**src/rtl/countdown_ctrl_pkg.sv**
```systemverilog
// Shared definitions for the countdown timer sequencing controller:
// FSM state encodings, BCD digit constant, enable levels, default tick period.
package countdown_ctrl_pkg;

    typedef enum logic [1:0] {
        ST_IDLE  = 2'd0,
        ST_RUN   = 2'd1,
        ST_PAUSE = 2'd2,
        ST_DONE  = 2'd3
    } state_t;

    localparam logic [3:0]  BCD_ZERO            = 4'h0;
    localparam logic        ENABLED             = 1'b1;
    localparam logic        DISABLED            = 1'b0;
    localparam int unsigned DEFAULT_TICK_CYCLES = 100000000;

endpackage

```
**src/rtl/countdown_ctrl_tick_gen.sv**
```systemverilog
// Prescaler for the countdown timer: divides clk down to a single-cycle tick
// every TICK_CYCLES cycles while run is high; holds while run is low; clr
// forces the count back to zero and takes priority over run.
module tick_gen
    import countdown_ctrl_pkg::*;
#(
    parameter int unsigned TICK_CYCLES = DEFAULT_TICK_CYCLES,
    parameter int unsigned PRE_W       = 27
) (
    input  logic clk,
    input  logic rst_n,
    input  logic run,
    input  logic clr,
    output logic tick
);

    localparam logic [PRE_W-1:0] PRE_LAST = PRE_W'(TICK_CYCLES - 1);

    logic [PRE_W-1:0] prescaler;
    logic             terminal;

    assign terminal = (prescaler == PRE_LAST);
    assign tick     = run & terminal;

    // Prescaler: clear, wrap at terminal count, or hold when not running
    always_ff @(posedge clk or negedge rst_n) begin
        if (!rst_n) begin
            prescaler <= '0;
        end else if (clr) begin
            prescaler <= '0;
        end else if (run) begin
            if (terminal) begin
                prescaler <= '0;
            end else begin
                prescaler <= prescaler + PRE_W'(1);
            end
        end
    end

endmodule

```
**src/rtl/countdown_ctrl.sv**
```systemverilog
// Sequencing controller for the MM:SS BCD down-counter chain.
// Start/pause/clear/done FSM, expiry detect on the chain value, and
// registered enable / decrement / reload strobes plus alarm.
// Optional feature macro: COUNTDOWN_ALARM_BLINK_EN (alarm blinks in DONE).
module countdown_ctrl
    import countdown_ctrl_pkg::*;
#(
    parameter int unsigned DIGITS      = 4,
    parameter int unsigned TICK_CYCLES = DEFAULT_TICK_CYCLES,
    parameter int unsigned PRE_W       = 27
) (
    input  logic                  clk,
    input  logic                  rst_n,
    input  logic                  start_stop,
    input  logic                  clear,
    input  logic [4*DIGITS-1:0]   cnt_value,
    output logic                  cnt_en,
    output logic                  cnt_dec,
    output logic                  cnt_load,
    output logic                  alarm,
    output logic [1:0]            state
);

    state_t state_q;
    logic   zero;
    logic   tick;
    logic   pre_run;
    logic   pre_clr;

    assign zero  = (cnt_value == {DIGITS{BCD_ZERO}});
    assign state = state_q;

    // Prescaler control: which states count, and every path that re-zeroes it
    always_comb begin
        pre_run = (state_q == ST_RUN);
        pre_clr = clear
                | (state_q == ST_IDLE)
                | ((state_q == ST_DONE) & start_stop);
`ifdef COUNTDOWN_ALARM_BLINK_EN
        pre_run = pre_run | (state_q == ST_DONE);
`else
        // Without blinking the prescaler sits at zero from DONE entry onward
        pre_clr = pre_clr
                | ((state_q == ST_RUN) & zero)
                | (state_q == ST_DONE);
`endif
    end

    tick_gen #(
        .TICK_CYCLES (TICK_CYCLES),
        .PRE_W       (PRE_W)
    ) u_tick_gen (
        .clk   (clk),
        .rst_n (rst_n),
        .run   (pre_run),
        .clr   (pre_clr),
        .tick  (tick)
    );

    // Controller FSM with registered strobes, enable and alarm
    always_ff @(posedge clk or negedge rst_n) begin
        if (!rst_n) begin
            state_q  <= ST_IDLE;
            cnt_en   <= DISABLED;
            cnt_dec  <= 1'b0;
            cnt_load <= 1'b0;
            alarm    <= 1'b0;
        end else begin
            cnt_dec  <= 1'b0;
            cnt_load <= 1'b0;
            case (state_q)
                ST_IDLE: begin
                    if (clear) begin
                        cnt_load <= 1'b1;
                    end else if (start_stop && !zero) begin
                        state_q <= ST_RUN;
                        cnt_en  <= ENABLED;
                    end
                end
                ST_RUN: begin
                    if (clear) begin
                        state_q  <= ST_IDLE;
                        cnt_en   <= DISABLED;
                        cnt_load <= 1'b1;
                    end else if (zero) begin
                        // Expiry beats a pending tick so the chain never wraps
                        state_q <= ST_DONE;
                        alarm   <= 1'b1;
                    end else begin
                        if (tick) begin
                            cnt_dec <= 1'b1;
                        end
                        if (start_stop) begin
                            state_q <= ST_PAUSE;
                        end
                    end
                end
                ST_PAUSE: begin
                    if (clear) begin
                        state_q  <= ST_IDLE;
                        cnt_en   <= DISABLED;
                        cnt_load <= 1'b1;
                    end else if (start_stop) begin
                        state_q <= ST_RUN;
                    end
                end
                ST_DONE: begin
                    if (clear || start_stop) begin
                        state_q  <= ST_IDLE;
                        cnt_en   <= DISABLED;
                        cnt_load <= 1'b1;
                        alarm    <= 1'b0;
                    end else begin
`ifdef COUNTDOWN_ALARM_BLINK_EN
                        if (tick) begin
                            alarm <= ~alarm;
                        end
`else
                        alarm <= 1'b1;
`endif
                    end
                end
                default: begin
                    state_q <= ST_IDLE;
                    cnt_en  <= DISABLED;
                    alarm   <= 1'b0;
                end
            endcase
        end
    end

endmodule
```
**config.mk**
```make
export PLATFORM = sky130hd
export DESIGN_NAME = countdown_ctrl
export DESIGN_NICKNAME = d
export VERILOG_FILES = /design/src/rtl/countdown_ctrl_pkg.sv /design/src/rtl/countdown_ctrl_tick_gen.sv /design/src/rtl/countdown_ctrl.sv
export SDC_FILE = /design/constraint.sdc
export NUM_CORES = 1
export LEC_CHECK = 0
export CAP_MARGIN = 40
export CORE_MARGIN = 2
export CORE_UTILIZATION = 30
export CTS_CLUSTER_SIZE = 8
export DETAILED_ROUTE_END_ITERATION = 7
export PLACE_DENSITY = 0.46
export RECOVER_POWER = 50
export SLEW_MARGIN = 40
export SYNTH_ARGS = -nofsm -noshare
export SYNTH_HDL_FRONTEND = slang
export SYNTH_SLANG_ARGS = --single-unit
```
**constraint.sdc**
```tcl
create_clock -name clk -period 2.4 [get_ports clk]
set_clock_uncertainty 0.1 [all_clocks]
set_input_delay 0.36 -clock clk [delete_from_list [all_inputs] [get_ports clk]]
set_output_delay 0.36 -clock clk [all_outputs]
set_load 0.01 [all_outputs]
```
==> results.cfg <==
[sta]
finalCritPeriodShare_pct = 89.7
rsz0062_at_grt = false
drv_slew = 0
finalCriticalPeriod_ps = 2150
clock.fmax_mhz = 464
setup_viol_count_final = 0
hold_ws_ps = 420
finalHoldViolCount = 0
slew-limit-headroom_pct = 43.7
fin_tns_setup_ps = 0
tightestPinTransition_ps = 844
layout_setup_ws_ps = 246

[clocking]
holdBufCountCts = 0
insertion_delay_ps = 300
cts_tree = yes
clkTransAtPathRegs_ps = 70
clock_path_buffers = 2
cts-root-buf = clkbuf_8
htreeDepth = 2
cts_buffers = 5
cts.sinks = 33
cts_setup_buffers = 0
ctsResizeCount = 0

[cells_and_area]
syn_to_final_growth_pct = 25.0
post_route_cells_drive_above_1_share_pct = 12.2
diodes = 0
fill_cells = 638
seq_area_um2 = 826
nNetsFinal = 253
multi_input_area_mm2 = 0.00104

[power_and_ir_drop]
cellLeakagePower_nw = 1.01
p_per_area_mw_per_mm2 = 722
ir_worst_vdd_mv = 0.521

[critical_path]
rr_worst_depth = 8
cp-start-kind = register
end_kind = register
ff2ff_setup_slack_ps = 250
crit_fanout = 6
r2r_start = state[1]$_DFFE_PN0P_
path_class = register to register
required_ps = 2480
arrival_ps = 2230
reg2reg_to = u_tick_gen.prescaler[24]$_DFFE_PN0P_

[detailed_routing]
vias_per_cell = 5.03
vias = 1540
wl_per_cell_um = 14.0
route.detailed.drc = 0
ant_nets = 0
wl_um = 4290
drtIter0Drc = 63
drtPass1Iterations = 4

[synthesis]
syn_nets = 219
synth_async_sr_flop_share_pct = 100
ys_warn_count = 0
synth_top_cell_area_share_pct = 42.7
synthTopCellsByCount = dfrtp_1 (33), nor2_1 (28), xor2_1 (15)
yosysMostFrequentCell = dfrtp_1
synth-main-ff-cell = dfrtp_1
synth-seq-cells = 33
yosysSeqAreaShare_pct = 42.7
synth-edff-count = 0
synth_area_mm2 = 0.00193
synth_cell_type_count = 43
synth_area_leaders = dfrtp_1 (43%), xor2_1 (6.8%), nor2_1 (5.4%)
synth_top_area_cell = dfrtp_1
syn_area_per_cell_um2 = 9.97
syn_inst = 194

[die]
io_pins = 26
core_area_mm2 = 0.00628
row_count = 29
start_util_pct = 30.8
die_w_um = 84.3
dieArea_mm2 = 0.00711
die-height_um = 84.3

[status]
status = completed

[placed_design]
io_buffers = 25
place_ws_ps = 154
gp_congestion = 0.847
post-dp-hpwl_um = 3110

[min_path]
min_path_type = register to register
hold_path_end = cnt_en$_DFFE_PN0P_
holdPathStages = 2
min_from = cnt_en$_DFFE_PN0P_

[global_route]
grt_use_total_pct = 13.3
grt_overflow = 0
grt_pass1_wl_um = 7580
antenna_found_initial = 0
grt_max_degree = 34
grt_pass1_vias = 1571

[job]
drv_cap = 0
cell families after synthesis:
family | after synthesis | share of synthesized area (%)
adders and majority gates | 5 | 3.23
DFF | 33 | 42.7
and+or+nand+nor | 98 | 30.0
buffers and inverters | 11 | 3.43
AOI/OAI and AO/OA | 23 | 9.70
xor gates and xnor gates | 23 | 10.4
muxes | 1 | 0.517
final cells by class:
type	count	area share (%)
Tap cell	77	3.98
Timing Repair Buffer	33	13.2
Clock buffer	5	2.85
Multi-Input combinational cell	150	43.1
Inverter	5	0.776
Sequential cell	33	34.1
Clock inverter	3	1.91
cells in the final DEF (no fill, tap or decap), types with 3 or more instances in the layout:
cell,n
dfrtp_1,33
ha_1,5
nor3_1,5
nand4_1,10
a21oi_1,5
nor2_2,3
clkbuf_8,5
o21ai_0,4
and3_1,10
nor4_1,5
buf_4,6
xor2_1,15
inv_1,5
nand2_1,12
and4_1,3
xnor2_1,8
dlygate4sd3_1,3
nand3_1,8
nor2_1,28
clkdlybuf4s50_1,22
worst max path at each step:
stage | from | end | slack (ps) | cells past startpoint
detailed placement | cnt_value[10] | state[0]$_DFFE_PN0P_ | 150 | 6
global placement | cnt_value[10] | state[0]$_DFFE_PN0P_ | 160 | 6
global route | state[1]$_DFFE_PN0P_ | u_tick_gen.prescaler[24]$_DFFE_PN0P_ | 70 | 8
floorplan | state[0]$_DFFE_PN0P_ | u_tick_gen.prescaler[6]$_DFFE_PN0P_ | 360 | 8
CTS | state[1]$_DFFE_PN0P_ | u_tick_gen.prescaler[24]$_DFFE_PN0P_ | 200 | 8
finish | state[1]$_DFFE_PN0P_ | u_tick_gen.prescaler[24]$_DFFE_PN0P_ | 250 | 8
metal layers:
layer | vias up | global-route usage (%) | routed length, µm
met2 | 46 | 19.8 | 1910
met3 | 6 | 3.74 | 280
met4 | 0 | 4.84 | 61
met5 | - | 0 | 0
li1 | 767 | - | -
met1 | 721 | 18.5 | 2040
flip-flops by register name, summed over array words and instances (netlist names):
name,flops
u_tick_gen.prescaler,27
state,2
alarm,1
cnt_dec,1
cnt_en,1
cnt_load,1
stage by stage:
stage	instances	power [mW]	utilization (%)	cell area (µm²)
after floorplan	194	1.02	-	1930
after global placement	298	1.23	36.7	2310
after detailed placement	298	1.23	36.7	2310
after CTS	306	1.77	38.6	2420
after global routing	306	1.86	38.5	2420
final	306	1.75	38.5	2420
critical path, cell delays in order, from the launching register on:
cell and delay [ps]:
dfrtp_1 420, inv_1 110, ha_1 350, o41ai_4 90, buf_4 170, nor4_2 410
nand3_1 150, xor2_1 180, nor2_2 40
power breakdown:
group | leakage [nW] | internal, mW | total, mW | switching [mW]
sequential | 0.454 | 0.593 | 0.632 | 0.0382
clock | 0.0543 | 0.311 | 0.545 | 0.234
combinational | 0.500 | 0.265 | 0.571 | 0.306
total | 1.01 | 1.17 | 1.75 | 0.577
No activity file was read; power rests on OpenSTA's default activity.
